File: config.mk
export PLATFORM = sky130hd
export DESIGN_NAME = ps2_kbd_ctrl
export DESIGN_NICKNAME = d
export VERILOG_FILES = /design/src/rtl/ps2_kbd_ctrl.sv
export SDC_FILE = /design/constraint.sdc
export NUM_CORES = 1
export LEC_CHECK = 0
export BUFFER_PORTS_ARGS = -buffer_cell sky130_fd_sc_hd__buf_2
export CAP_MARGIN = 30
export CORE_ASPECT_RATIO = 0.75
export CORE_MARGIN = 2
export CORE_UTILIZATION = 55
export DETAILED_ROUTE_END_ITERATION = 16
export PLACE_DENSITY = 0.73
export SYNTH_ARGS = -nofsm -noshare
export SYNTH_HDL_FRONTEND = slang
export SYNTH_SLANG_ARGS = --single-unit
File: constraint.sdc
create_clock -name clk -period 4.5 [get_ports clk]
set_input_delay 0.225 -clock clk [delete_from_list [all_inputs] [get_ports clk]]
set_output_delay 0.225 -clock clk [all_outputs]
set_load 0.02 [all_outputs]
File: src/rtl/ps2_kbd_ctrl.sv
// PS/2 keyboard controller: handshakes scan codes out of the receiver, folds E0/F0 prefixes
// into event flags and queues events for the CPU. Optional: PS2_KBD_TYPEMATIC_FILTER_EN.
module ps2_kbd_ctrl #(
  parameter int unsigned FIFO_DEPTH     = 8,
  parameter int unsigned PTR_W          = 3,
  parameter int unsigned TIMEOUT_CYCLES = 50000
) (
  input  logic             clk,
  input  logic             rst,
  input  logic [8:0]       rx_data,
  output logic             rx_ack,
  input  logic             rd_sel,
  output logic [10:0]      rd_data,
  output logic [PTR_W:0]   fifo_count,
  output logic             overflow,
  output logic             kbd_err,
  output logic             irq
);

  typedef enum logic [1:0] {IDLE, PARSE, WAIT_CLR} state_t;

  state_t           state;
  logic [1:0]       rst_sync;
  logic             rst_n;
  logic [7:0]       byte_q;
  logic             ext_flag;
  logic             brk_flag;
  logic [15:0]      timer;
  logic             rd_sel_q;
  logic [9:0]       mem [FIFO_DEPTH];
  logic [PTR_W-1:0] head;
  logic [PTR_W-1:0] tail;
  logic [PTR_W:0]   count;

  logic is_e0, is_f0, is_bad, is_code;
  logic push, pop, full, push_ok, drop, timeout;

  // Assert asynchronously, release two clocks after rst rises.
  always_ff @(posedge clk or negedge rst) begin
    if (!rst) rst_sync <= '0;
    else      rst_sync <= {rst_sync[0], 1'b1};
  end
  assign rst_n = rst_sync[1];

  assign is_e0   = (byte_q == 8'hE0);
  assign is_f0   = (byte_q == 8'hF0);
  assign is_bad  = (byte_q == 8'h00) || (byte_q == 8'hFF);
  assign is_code = (state == PARSE) && !is_e0 && !is_f0 && !is_bad;
  assign timeout = (ext_flag || brk_flag) && (timer == 16'(TIMEOUT_CYCLES - 1));

`ifdef PS2_KBD_TYPEMATIC_FILTER_EN
  logic       last_vld;
  logic [8:0] last_key;
  logic       repeat_hit;

  assign repeat_hit = !brk_flag && last_vld && (last_key == {ext_flag, byte_q});
  assign push       = is_code && !repeat_hit;

  always_ff @(posedge clk or negedge rst_n) begin
    if (!rst_n) begin
      last_vld <= 1'b0;
      last_key <= '0;
    end else if (is_code) begin
      if (brk_flag) begin
        last_vld <= 1'b0;
      end else begin
        last_vld <= 1'b1;
        last_key <= {ext_flag, byte_q};
      end
    end
  end
`else
  assign push = is_code;
`endif

  assign full    = (count == (PTR_W + 1)'(FIFO_DEPTH));
  assign pop     = rd_sel_q && !rd_sel && (count != '0);
  assign push_ok = push && (!full || pop);
  assign drop    = push && full && !pop;

  always_ff @(posedge clk or negedge rst_n) begin
    if (!rst_n) begin
      state  <= IDLE;
      rx_ack <= 1'b0;
      byte_q <= '0;
    end else begin
      case (state)
        IDLE: begin
          rx_ack <= 1'b0;
          if (rx_data[8]) begin
            byte_q <= rx_data[7:0];
            rx_ack <= 1'b1;
            state  <= PARSE;
          end
        end
        PARSE: begin
          rx_ack <= 1'b0;
          state  <= WAIT_CLR;
        end
        WAIT_CLR: begin
          rx_ack <= 1'b0;
          if (!rx_data[8]) state <= IDLE;
        end
        default: begin
          rx_ack <= 1'b0;
          state  <= IDLE;
        end
      endcase
    end
  end

  // Parse writes come after the timeout clear so a prefix arriving on the expiry cycle still lands.
  always_ff @(posedge clk or negedge rst_n) begin
    if (!rst_n) begin
      ext_flag <= 1'b0;
      brk_flag <= 1'b0;
      timer    <= '0;
    end else begin
      if (timeout) begin
        ext_flag <= 1'b0;
        brk_flag <= 1'b0;
        timer    <= '0;
      end else if (ext_flag || brk_flag) begin
        timer <= timer + 16'd1;
      end
      if (state == PARSE) begin
        if (is_e0) begin
          ext_flag <= 1'b1;
          timer    <= '0;
        end else if (is_f0) begin
          brk_flag <= 1'b1;
          timer    <= '0;
        end else begin
          ext_flag <= 1'b0;
          brk_flag <= 1'b0;
          timer    <= '0;
        end
      end
    end
  end

  always_ff @(posedge clk or negedge rst_n) begin
    if (!rst_n) begin
      overflow <= 1'b0;
      kbd_err  <= 1'b0;
    end else begin
      if (pop && (count == (PTR_W + 1)'(1)) && !push_ok) begin
        overflow <= 1'b0;
        kbd_err  <= 1'b0;
      end
      if (drop) overflow <= 1'b1;
      if ((state == PARSE) && is_bad) kbd_err <= 1'b1;
    end
  end

  always_ff @(posedge clk or negedge rst_n) begin
    if (!rst_n) begin
      rd_sel_q <= 1'b0;
      head     <= '0;
      tail     <= '0;
      count    <= '0;
    end else begin
      rd_sel_q <= rd_sel;
      if (push_ok) tail <= tail + 1'b1;
      if (pop)     head <= head + 1'b1;
      case ({push_ok, pop})
        2'b10:   count <= count + 1'b1;
        2'b01:   count <= count - 1'b1;
        default: count <= count;
      endcase
    end
  end

  always_ff @(posedge clk) begin
    if (push_ok) mem[tail] <= {ext_flag, brk_flag, byte_q};
  end

  assign rd_data    = (count != '0) ? {1'b1, mem[head]} : '0;
  assign fifo_count = count;
  assign irq        = (count != '0);

endmodule

==> impl_metrics.yaml <==
global_routing:
  grt_max_degree: 43
  grt_usage_pct: 23.43
  grt_antenna_before_repair: 0
  overflow: 0
  grt_pass1_vias: 3090
  grt_pass1_wl_um: 17170
setup_path:
  crit_path_cell_trace: "nor4_1 -> nand2b_1 -> a21oi_2 -> o21a_1 -> nand2b_1 -> nor3_1 -> buf_4"
  worst_setup_path_end_kind: "flop"
  critPathMaxFanout: 13
  cpMostUsedCell: "nand2b_1"
  slowest_delay_ns: 0.73
  worstRegToRegCells: 7
  critPathKind: "flop to flop"
  regToRegEndpoint: "mem[0][4]"
  reg2reg_from: "byte_q[4]"
  cp.arrival_ns: 3.34
  cp_data_required_time_ns: 4.62
  slowest_stage: "nor3_1"
  start_kind: "flop"
  r2r_setup_slack_ns: 1.28
clock_network:
  cts-root-buf: "clkbuf_16"
  cts_num_sinks: 124
  cts_tree: "yes"
  clock_latency_ns: 0.41
  cts.reportedPaths.clkPinSlew_ns: 0.05
  cts_buffer_depth: 2
  cts_buffers: 17
  postCtsSetupRepairBufs: 0
  htree_num_levels: 4
min_path:
  min_from: "rx_data[7]"
  hold_path_end: "byte_q[7]"
  holdPathStages: 2
  worstHoldPathType: "primary input to flop"
placement:
  port_buffers: 30
  placed_cells: 513
  place_congestion: 0.8226
  post-place-ws_ns: 1.333
  dpl.hpwl_um: 7049
drt:
  vias: 3231
  wire_per_inst_um: 19.45
  ant_nets: 0
  drtIter0Drc: 241
  drt_wl_total_um: 10720
  viasPerCell: 5.864
  firstDrtPassIters: 5
  drc: 0
layout:
  n_antenna_cell: 0
  final_cells: 551
  final_core_util_pct: 68.90
  syn_to_final_growth_pct: 20.20
  nNetsFinal: 428
  final_common_cell: "edfxtp_1"
  drive_gt1_share_pct: 25.53
  final_cell_mix: "edfxtp_1 (80), dfrtp_1 (43), nor2_1 (35)"
power:
  power_leakage_nw: 2.418
  p_per_area_mw_per_mm2: 717.5
  vdd_drop_max_mv: 0.4262
  p_total_mw: 4.546
outcome:
  status: "completed"
timing:
  max_slew.worst_pin.slew_ns: 0.9652
  skew_ns: 0.009973
  setup_viol: 0
  rsz0062_at_grt: "no"
  maxSlewViolCount: 0
  slew_headroom_pct: 35.41
  hold_viol: 0
  fin_tns_setup_ns: 0
  post-route-period-util_pct: 71.61
  fmax_mhz: 310.3
  worst_slack_ns: 1.277
  period_minus_slack_ns: 3.223
floorplanning:
  fp.dieArea_mm2: 0.01039
  top_level_ports: 31
  rows: 30
  die_w_um: 117.0
  start_util_pct: 57.32
  core-area_mm2: 0.009196
  die_h_um: 88.78
logic_synthesis:
  yosysSeqAreaShare_pct: 66.46
  syn_avg_cell_area_um2: 14.85
  synth_cells: 355
  mappedNetlistArea_mm2: 0.005271
  synth_cell_type_count: 48
  synth_nets: 373
  ys_ff_latch: 124
  yosysWarnings: 0
job:
  drv_cap: 0
[state kept, by name, indices dropped and copies added (netlist names), 2 cells and up]
name and cells:
state 2, mem 80, tail 3, head 3, rst_sync 2, timer 16, byte_q 8, fifo_count 4
[report_power, final]
part / total, mW / internal, mW / switching, mW
clock network: 1.40 / 0.919 / 0.481
registers: 1.83 / 1.53 / 0.301
logic: 1.32 / 0.601 / 0.718
total: 4.55 / 3.05 / 1.50
[synth_stat cells (all sizes together)]
cell	n	area share (%)
nand2b	7	0.83
nand3	8	0.76
and4	1	0.17
nor4b	2	0.33
dfrtp	44	21
nor4	2	0.24
a22oi	2	0.28
mux2i	10	1.9
o2bb2ai	1	0.17
a41oi	2	0.33
nor3	6	0.57
conb	1	0.071
a32oi	2	0.33
nor3b	3	0.43
xor2	5	0.83
o21ai	19	1.8
nor2	36	2.7
inv	5	0.36
o211ai	1	0.14
and2	1	0.12
nand4	4	0.47
and3	11	1.3
o21a	2	0.28
xnor2	7	1.2
mux4	20	8.5
a22o	1	0.17
a211o	1	0.17
nor2b	2	0.24
nand3b	1	0.14
buf	5	0.50
edfxtp	80	46
a311o	1	0.19
o31ai	3	0.69
ha	6	1.4
mux2	10	2.1
or3	1	0.12
or4	2	0.36
a31oi	5	0.59
clkbuf	7	0.50
a21oi	5	0.55
nand2	23	1.6
[metal layers]
metal,track usage [%],vias to the layer above,part of all wire (%)
met5,0,-,0
met4,10.59,0,2.0
met3,5.616,18,5.6
met2,33.42,97,46
met1,34.68,1650,47
li1,-,1466,-
[critical path: cells and delay by family, from the launching register on]
kind / cells / cell delay (ns)
AO/OA/AOI/OAI: 2 / 0.84
AND/OR/NAND/NOR: 4 / 1.24
flip-flops: 1 / 0.58
buffers and inverters: 1 / 0.27
[per-stage QoR]
stage | hold slack [ns] | area [um^2]
3_5_place_dp | 0.01134 | 5648
3_3_place_gp | 0.009703 | 5583
5_1_grt | 0.04276 | 6336
2_1_floorplan | -0.07059 | 5271
6_report | 0.04411 | 6336
4_1_cts | 0.03164 | 6274
[area by class of cell]
type	instances	area [um^2]
Tap cell	128	160.2
Fill cell	631	2860
Clock inverter	13	172.7
Clock buffer	19	432.9
Sequential cell	124	3505
Inverter	5	18.77
Timing Repair Buffer	48	350.3
Multi-Input combinational cell	214	1697
[timing repair]
item	in CTS	in global routing
hold buffers	2	0
resized for setup	0	0
endpoints found under the hold margin	3	0
[worst max-delay path by stage]
stage | from | end | slack, ns | cells after the start
2_1_floorplan | fifo_count[1] | mem[0][0] | 1.92 | 8
3_3_place_gp | byte_q[4] | mem[3][4] | 1.45 | 6
3_5_place_dp | byte_q[4] | mem[0][5] | 1.33 | 7
4_1_cts | byte_q[4] | mem[0][4] | 1.34 | 7
5_1_grt | byte_q[4] | mem[0][4] | 1.05 | 7
6_report | byte_q[4] | mem[0][4] | 1.28 | 7
[cells by family (layout without fill, tap and decap cells)]
kind of cell	count (synthesis)	in the layout	synth area share, %
xor gates and xnor gates	12	12	1.994
and+or+nand+nor	110	110	10.42
DFF	124	124	66.46
other	1	1	0.07114
AOI/OAI and AO/OA	45	45	5.697
buffers and inverters	17	85	1.353
adders and majority gates	6	6	1.424
muxes	40	40	12.58
Power figures use the tool's default switching activity.
